--- config.mk ---
export PLATFORM = sky130hd
export DESIGN_NAME = calc_seq_ctrl
export DESIGN_NICKNAME = d
export VERILOG_FILES = /design/src/rtl/calc_seq_ctrl.sv
export SDC_FILE = /design/constraint.sdc
export NUM_CORES = 1
export LEC_CHECK = 0
export BUFFER_PORTS_ARGS = -buffer_cell sky130_fd_sc_hd__buf_4
export CAP_MARGIN = 20
export CELL_PAD_IN_SITES_DETAIL_PLACEMENT = 0
export CELL_PAD_IN_SITES_GLOBAL_PLACEMENT = 1
export CORE_MARGIN = 5
export CORE_UTILIZATION = 33
export CTS_CLUSTER_DIAMETER = 80
export DETAILED_ROUTE_END_ITERATION = 7
export PLACE_DENSITY_LB_ADDON = 0.1
export SYNTH_ARGS = -nofsm -noshare
export SYNTH_HDL_FRONTEND = slang
export SYNTH_SLANG_ARGS = --single-unit
export TNS_END_PERCENT = 20
--- constraint.sdc ---
create_clock -name clk -period 3.1 [get_ports clk]
set_clock_uncertainty 0.05 [all_clocks]
set_input_delay 0.62 -clock clk [delete_from_list [all_inputs] [get_ports clk]]
set_output_delay 0.62 -clock clk [all_outputs]
set_load 0.02 [all_outputs]
--- src/rtl/calc_seq_ctrl.sv ---
// calc_seq_ctrl: keyboard calculator sequencer (BCD operand entry, op chaining, ALU handshake)
// Define CALC_WDOG_EN to build a TIMEOUT-cycle watchdog on the ALU wait in CALC.
module calc_seq_ctrl #(
  parameter int TIMEOUT = 1024
) (
  input  logic        clk,
  input  logic        rst_n,
  input  logic        key_valid,
  input  logic [3:0]  key_code,
  output logic        alu_start,
  output logic [1:0]  alu_op,
  output logic [11:0] alu_a,
  output logic [11:0] alu_b,
  input  logic        alu_done,
  input  logic [11:0] alu_result,
  input  logic        alu_err,
  output logic [11:0] disp_val,
  output logic        disp_err,
  output logic        busy,
  output logic [2:0]  state_dbg
);
  typedef enum logic [2:0] {ENTA = 3'd0, OPW = 3'd1, ENTB = 3'd2, CALC = 3'd3, RES = 3'd4, ERR = 3'd5} state_t;
  state_t      r_state;
  logic [11:0] r_a, r_b, r_res;
  logic [1:0]  r_cnt_a, r_cnt_b, r_op, r_pend_op;
  logic        r_pend, r_start;
  logic        w_clr, w_dig, w_opk, w_eq, w_a_skip, w_b_skip, w_wd_hit;
  logic [1:0]  w_op;
  assign w_clr = key_valid && key_code == 4'd15;
  assign w_dig = key_valid && key_code < 4'd10;
  assign w_opk = key_valid && key_code >= 4'd10 && key_code <= 4'd13;
  assign w_eq  = key_valid && key_code == 4'd14;
  // codes 10..13 map to ops 0..3
  assign w_op  = key_code[1:0] + 2'd2;
  // a full operand ignores further digits; a leading zero is not counted
  assign w_a_skip = r_cnt_a == 2'd3 || (key_code == 4'd0 && r_a == 12'h000);
  assign w_b_skip = r_cnt_b == 2'd3 || (key_code == 4'd0 && r_b == 12'h000);
`ifdef CALC_WDOG_EN
  localparam int WDW = $clog2(TIMEOUT + 1);
  logic [WDW-1:0] r_wd;
  assign w_wd_hit = r_wd == WDW'(TIMEOUT - 1);
  always_ff @(posedge clk or negedge rst_n) begin
    if (!rst_n) r_wd <= '0;
    else r_wd <= (r_state == CALC) ? r_wd + 1'b1 : '0;
  end
`else
  assign w_wd_hit = 1'b0;
`endif
  always_ff @(posedge clk or negedge rst_n) begin
    if (!rst_n) begin
      r_state   <= ENTA;
      r_a       <= '0;
      r_b       <= '0;
      r_res     <= '0;
      r_cnt_a   <= '0;
      r_cnt_b   <= '0;
      r_op      <= '0;
      r_pend_op <= '0;
      r_pend    <= 1'b0;
      r_start   <= 1'b0;
    end else begin
      r_start <= 1'b0;
      if (w_clr) begin
        r_state   <= ENTA;
        r_a       <= '0;
        r_b       <= '0;
        r_cnt_a   <= '0;
        r_cnt_b   <= '0;
        r_op      <= '0;
        r_pend_op <= '0;
        r_pend    <= 1'b0;
      end else begin
        case (r_state)
          ENTA: begin
            if (w_dig && !w_a_skip) begin
              r_a     <= {r_a[7:0], key_code};
              r_cnt_a <= r_cnt_a + 2'd1;
            end else if (w_opk) begin
              r_op    <= w_op;
              r_state <= OPW;
            end
          end
          OPW: begin
            if (w_opk) r_op <= w_op;
            else if (w_dig) begin
              r_b     <= {8'h00, key_code};
              r_cnt_b <= {1'b0, key_code != 4'd0};
              r_state <= ENTB;
            end
          end
          ENTB: begin
            if (w_dig && !w_b_skip) begin
              r_b     <= {r_b[7:0], key_code};
              r_cnt_b <= r_cnt_b + 2'd1;
            end else if (w_eq || w_opk) begin
              r_start   <= 1'b1;
              r_pend    <= w_opk;
              r_pend_op <= w_op;
              r_state   <= CALC;
            end
          end
          CALC: begin
            if (alu_done) begin
              if (alu_err) r_state <= ERR;
              else if (r_pend) begin
                r_a     <= alu_result;
                r_op    <= r_pend_op;
                r_b     <= '0;
                r_cnt_b <= '0;
                r_pend  <= 1'b0;
                r_state <= OPW;
              end else begin
                r_res   <= alu_result;
                r_state <= RES;
              end
            end else if (w_wd_hit) r_state <= ERR;
          end
          RES: begin
            if (w_dig) begin
              r_a     <= {8'h00, key_code};
              r_cnt_a <= {1'b0, key_code != 4'd0};
              r_b     <= '0;
              r_cnt_b <= '0;
              r_state <= ENTA;
            end else if (w_opk) begin
              r_a     <= r_res;
              r_op    <= w_op;
              r_state <= OPW;
            end
          end
          default: ;
        endcase
      end
    end
  end
  assign alu_start = r_start;
  assign alu_op    = r_op;
  assign alu_a     = r_a;
  assign alu_b     = r_b;
  assign busy      = r_state == CALC;
  assign disp_err  = r_state == ERR;
  assign state_dbg = r_state;
  assign disp_val  = (r_state == ENTA || r_state == OPW) ? r_a :
                     (r_state == ENTB || r_state == CALC) ? r_b :
                     (r_state == RES) ? r_res : 12'h000;
endmodule
==> metrics.md <==
| Metric | Value |
|---|---|
| Outcome | finished, final reports clean |
| Achievable Freq | 362.6 MHz |
| GRT Util Overall | 0.1698 |
| Critical path buffer and inverter count | 3 |
| Largest net degree at the start of global routing | 50 |
| Min Tclk post-route | 2.758 ns |
| # H-tree levels | 2 |
| Setup TNS | 0 ns |
| Drt total wl | 9338 µm |
| Initial antenna violation count | 0 |
| Final net count | 391 |
| Kind of critical path | reg -> out |
| Hold Crit Class | in -> async |
| Clock Latency Late Sink | 0.31 ns |
| Net Count, Synth | 335 |
| Endpoints failing setup | 0 |
| Num CTS Buffers | 5 |
| HPWL after DPL | 6764 µm |
| Max-slew headroom | 0.2682 |
| Number of global-route vias before repair | 2651 |
| Max-cap violations | 0 |
| Root buf cell | clkbuf_8 |
| Top delay family on crit path | buffers and inverters |
| Worst-margin pin slew | 1.095 ns |
| Period utilisation layout | 0.8897 |
| Num rows | 34 |
| Setup slack, reg-to-reg | 0.52 ns |
| Final hold vios | 0 |
| Hold-fix buffers, CTS | 0 |
| RSZ-0062 raised after global routing | no |
| Crit path cell chain | buf_4 > nor2b_1 > buf_4 > a21oi_1 > o21ai_0 > buf_4 |
| Grt ovf | 0 |
| Required time of the critical path | 2.43 ns |
| Startpoint Class | flop |
| Wire length per cell | 19.58 µm |
| Gate count after technology mapping | 312 |
| Highest-delay cell along the critical path | dfrtp_1 |
| Clock buffer depth | 2 |
| Worst stage delay on the critical path | 0.55 ns |
| CTS sink cnt | 49 |
| Setup Buffers After CTS | 0 |
| Antenna Nets Post-Route | 0 |
| Layout cell share with drive strength beyond 1 | 0.3062 |
| Leakage | 1.602 nW |
| Tot Pwr | 4.109 mW |
| Yosys top cell area share | 0.4188 |
| VDD IR max | 0.0003130 V |
| CORE AREA | 8678 µm² |
| Most frequent cell on the critical path | buf_4 |
| Reg2reg end | alu_a[5] |
| Yosys top cell by area | dfrtp_1 |
| DRC | 0 |
| Async set or reset register ratio after synthesis | 1.000 |
| Synth Cell Area | 2928 µm² |
| Antenna fix cells | 0 |
| GP Congestion | 0.7979 |
| CTS tree | built |
| Data arrival time of the worst path | 2.09 ns |
| Vias | 2661 |
| Dominant cells by area after synthesis | dfrtp_1 42%, mux2_2 6.5%, a21oi_1 6.5% |
| Power Density | 1143 nW/µm² |
| 1st-iter DRT viols | 253 |
| CTS clock-pin slew for the worst setup and hold paths | 0.10 ns |
| IO buf count | 64 |
| Starting Density | 0.3374 |
| First-pass GRT wire length | 15010 µm |
| Netlist cell types | 55 |
| Die W | 104.2 µm |
| Layout overhead on the synthesized area | 22.74% |
| Synthesis warning total | 0 |
| Synth Register Bits | 49 |
| Resized Gates After CTS | 0 |
| Pins Over Slew Limit | 0 |
| Sequential-to-total area share from yosys stat | 0.4188 |
| I/O pin total | 65 |
| Syn Area/Cell | 9.384 µm² |
| Die height | 104.2 µm |
| Number of synthesized flops with an enable pin | 0 |
| Crit end category | output port |
| Total iterations of the first detailed-routing run | 5 |
| Via/cell ratio | 5.579 |
| Reg2reg start | state_dbg[2] |
| Primary FF master, synth | dfrtp_1 |
| Die Area | 10860 µm² |
| R2R cell count | 4 |
| Worst Path Max Fanout | 18 |
[state kept, by name, summed over array words and instances (netlist names)]
name       flops
r_pend         1
r_res         12
alu_b         12
r_cnt_b        2
r_cnt_a        2
alu_a         12
alu_op         2
alu_start      1
r_pend_op      2
state_dbg      3
[area by class of cell]
| type | instances | area (µm²) |
|---|---|---|
| multi-input combinational | 229 | 1531 |
| clock inverter | 2 | 38.79 |
| tap | 108 | 135.1 |
| clock buffer | 6 | 72.57 |
| inverter | 9 | 33.78 |
| fill | 882 | 5085 |
| sequential | 49 | 1226 |
| timing repair buffer | 74 | 555.5 |
[worst max-delay path by stage]
stage	cells past startpoint	to	slack (ns)	from
finish	6	disp_val[3]	0.34	state_dbg[2]
global route	6	disp_val[3]	0.14	state_dbg[2]
CTS	6	disp_val[0]	0.36	state_dbg[2]
detailed placement	6	alu_b[0]	0.30	key_code[3]
global placement	6	alu_b[0]	0.31	key_code[3]
floorplan	5	disp_val[10]	0.65	state_dbg[0]
[cell usage after synthesis (3+ instances only)]
| master | number |
|---|---|
| dfrtp_1 | 49 |
| o21ai_0 | 22 |
| or2_2 | 3 |
| a21oi_1 | 38 |
| nor3_1 | 4 |
| inv_1 | 8 |
| nor2_1 | 7 |
| mux2i_1 | 3 |
| nand3b_1 | 3 |
| nand2_1 | 28 |
| buf_2 | 7 |
| a31oi_1 | 3 |
| nand3_1 | 9 |
| clkbuf_1 | 13 |
| mux2_2 | 17 |
| nor2b_1 | 14 |
| nand4_1 | 3 |
| and3_1 | 3 |
| a22o_1 | 12 |
| a211oi_1 | 13 |
| nor4_1 | 7 |
| a222oi_1 | 8 |
[layout by cell type, fill, tap and decap left out, drive strengths merged, types with 2 or more instances in the layout]
cell     n
a31oi    3
o21ai   23
or2      3
nor2     7
nor2b   14
nand4    3
or4      2
nor3b    2
a222oi   8
inv      9
nand2   28
a21boi   2
ha       2
and2     2
mux2    18
buf     74
a21oi   38
nor3     5
mux2i    3
o22ai    2
a211oi  13
nor4     8
or3      2
nand3b   3
clkbuf   6
and3     4
a22o    12
dfrtp   49
o21bai   2
nand3    9
[cell families after synthesis]
logic type,after synthesis,share of synthesized area
fa+ha+maj,2,0.008546
buf+inv,34,0.05812
simple gates,95,0.1825
compound gates,110,0.2483
mux,21,0.08077
xor+xnor,1,0.002992
flops,49,0.4188
[power breakdown]
| group | switching, mW | leakage (nW) | internal [mW] | total (mW) |
|---|---|---|---|---|
| combinational | 1.37 | 0.931 | 1.03 | 2.40 |
| sequential | 0.327 | 0.615 | 0.912 | 1.24 |
| clock | 0.225 | 0.0554 | 0.243 | 0.468 |
| total | 1.92 | 1.60 | 2.19 | 4.11 |
[per-layer routing]
layer / GRT usage / up-vias / wire (µm)
met5: 0 / - / 0
met4: 0.03700 / 0 / 31
met3: 0.03352 / 2 / 531
met2: 0.2618 / 80 / 4254
met1: 0.2461 / 1300 / 4521
li1: - / 1279 / -
[through the flow]
stage	cells	worst slack [ns]	cell area (µm²)	util	hold slack [ns]
after floorplan	312	0.6497	2928	-	0.2744
after global placement	469	0.3106	3482	0.4012	0.4399
after detailed placement	469	0.3036	3482	0.4012	0.4506
after CTS	477	0.3615	3593	0.4141	0.3060
after global routing	477	0.1418	3593	0.4141	0.3429
final	477	0.3418	3593	0.4141	0.2805
Note: power is estimated with default switching activity, not from simulation.
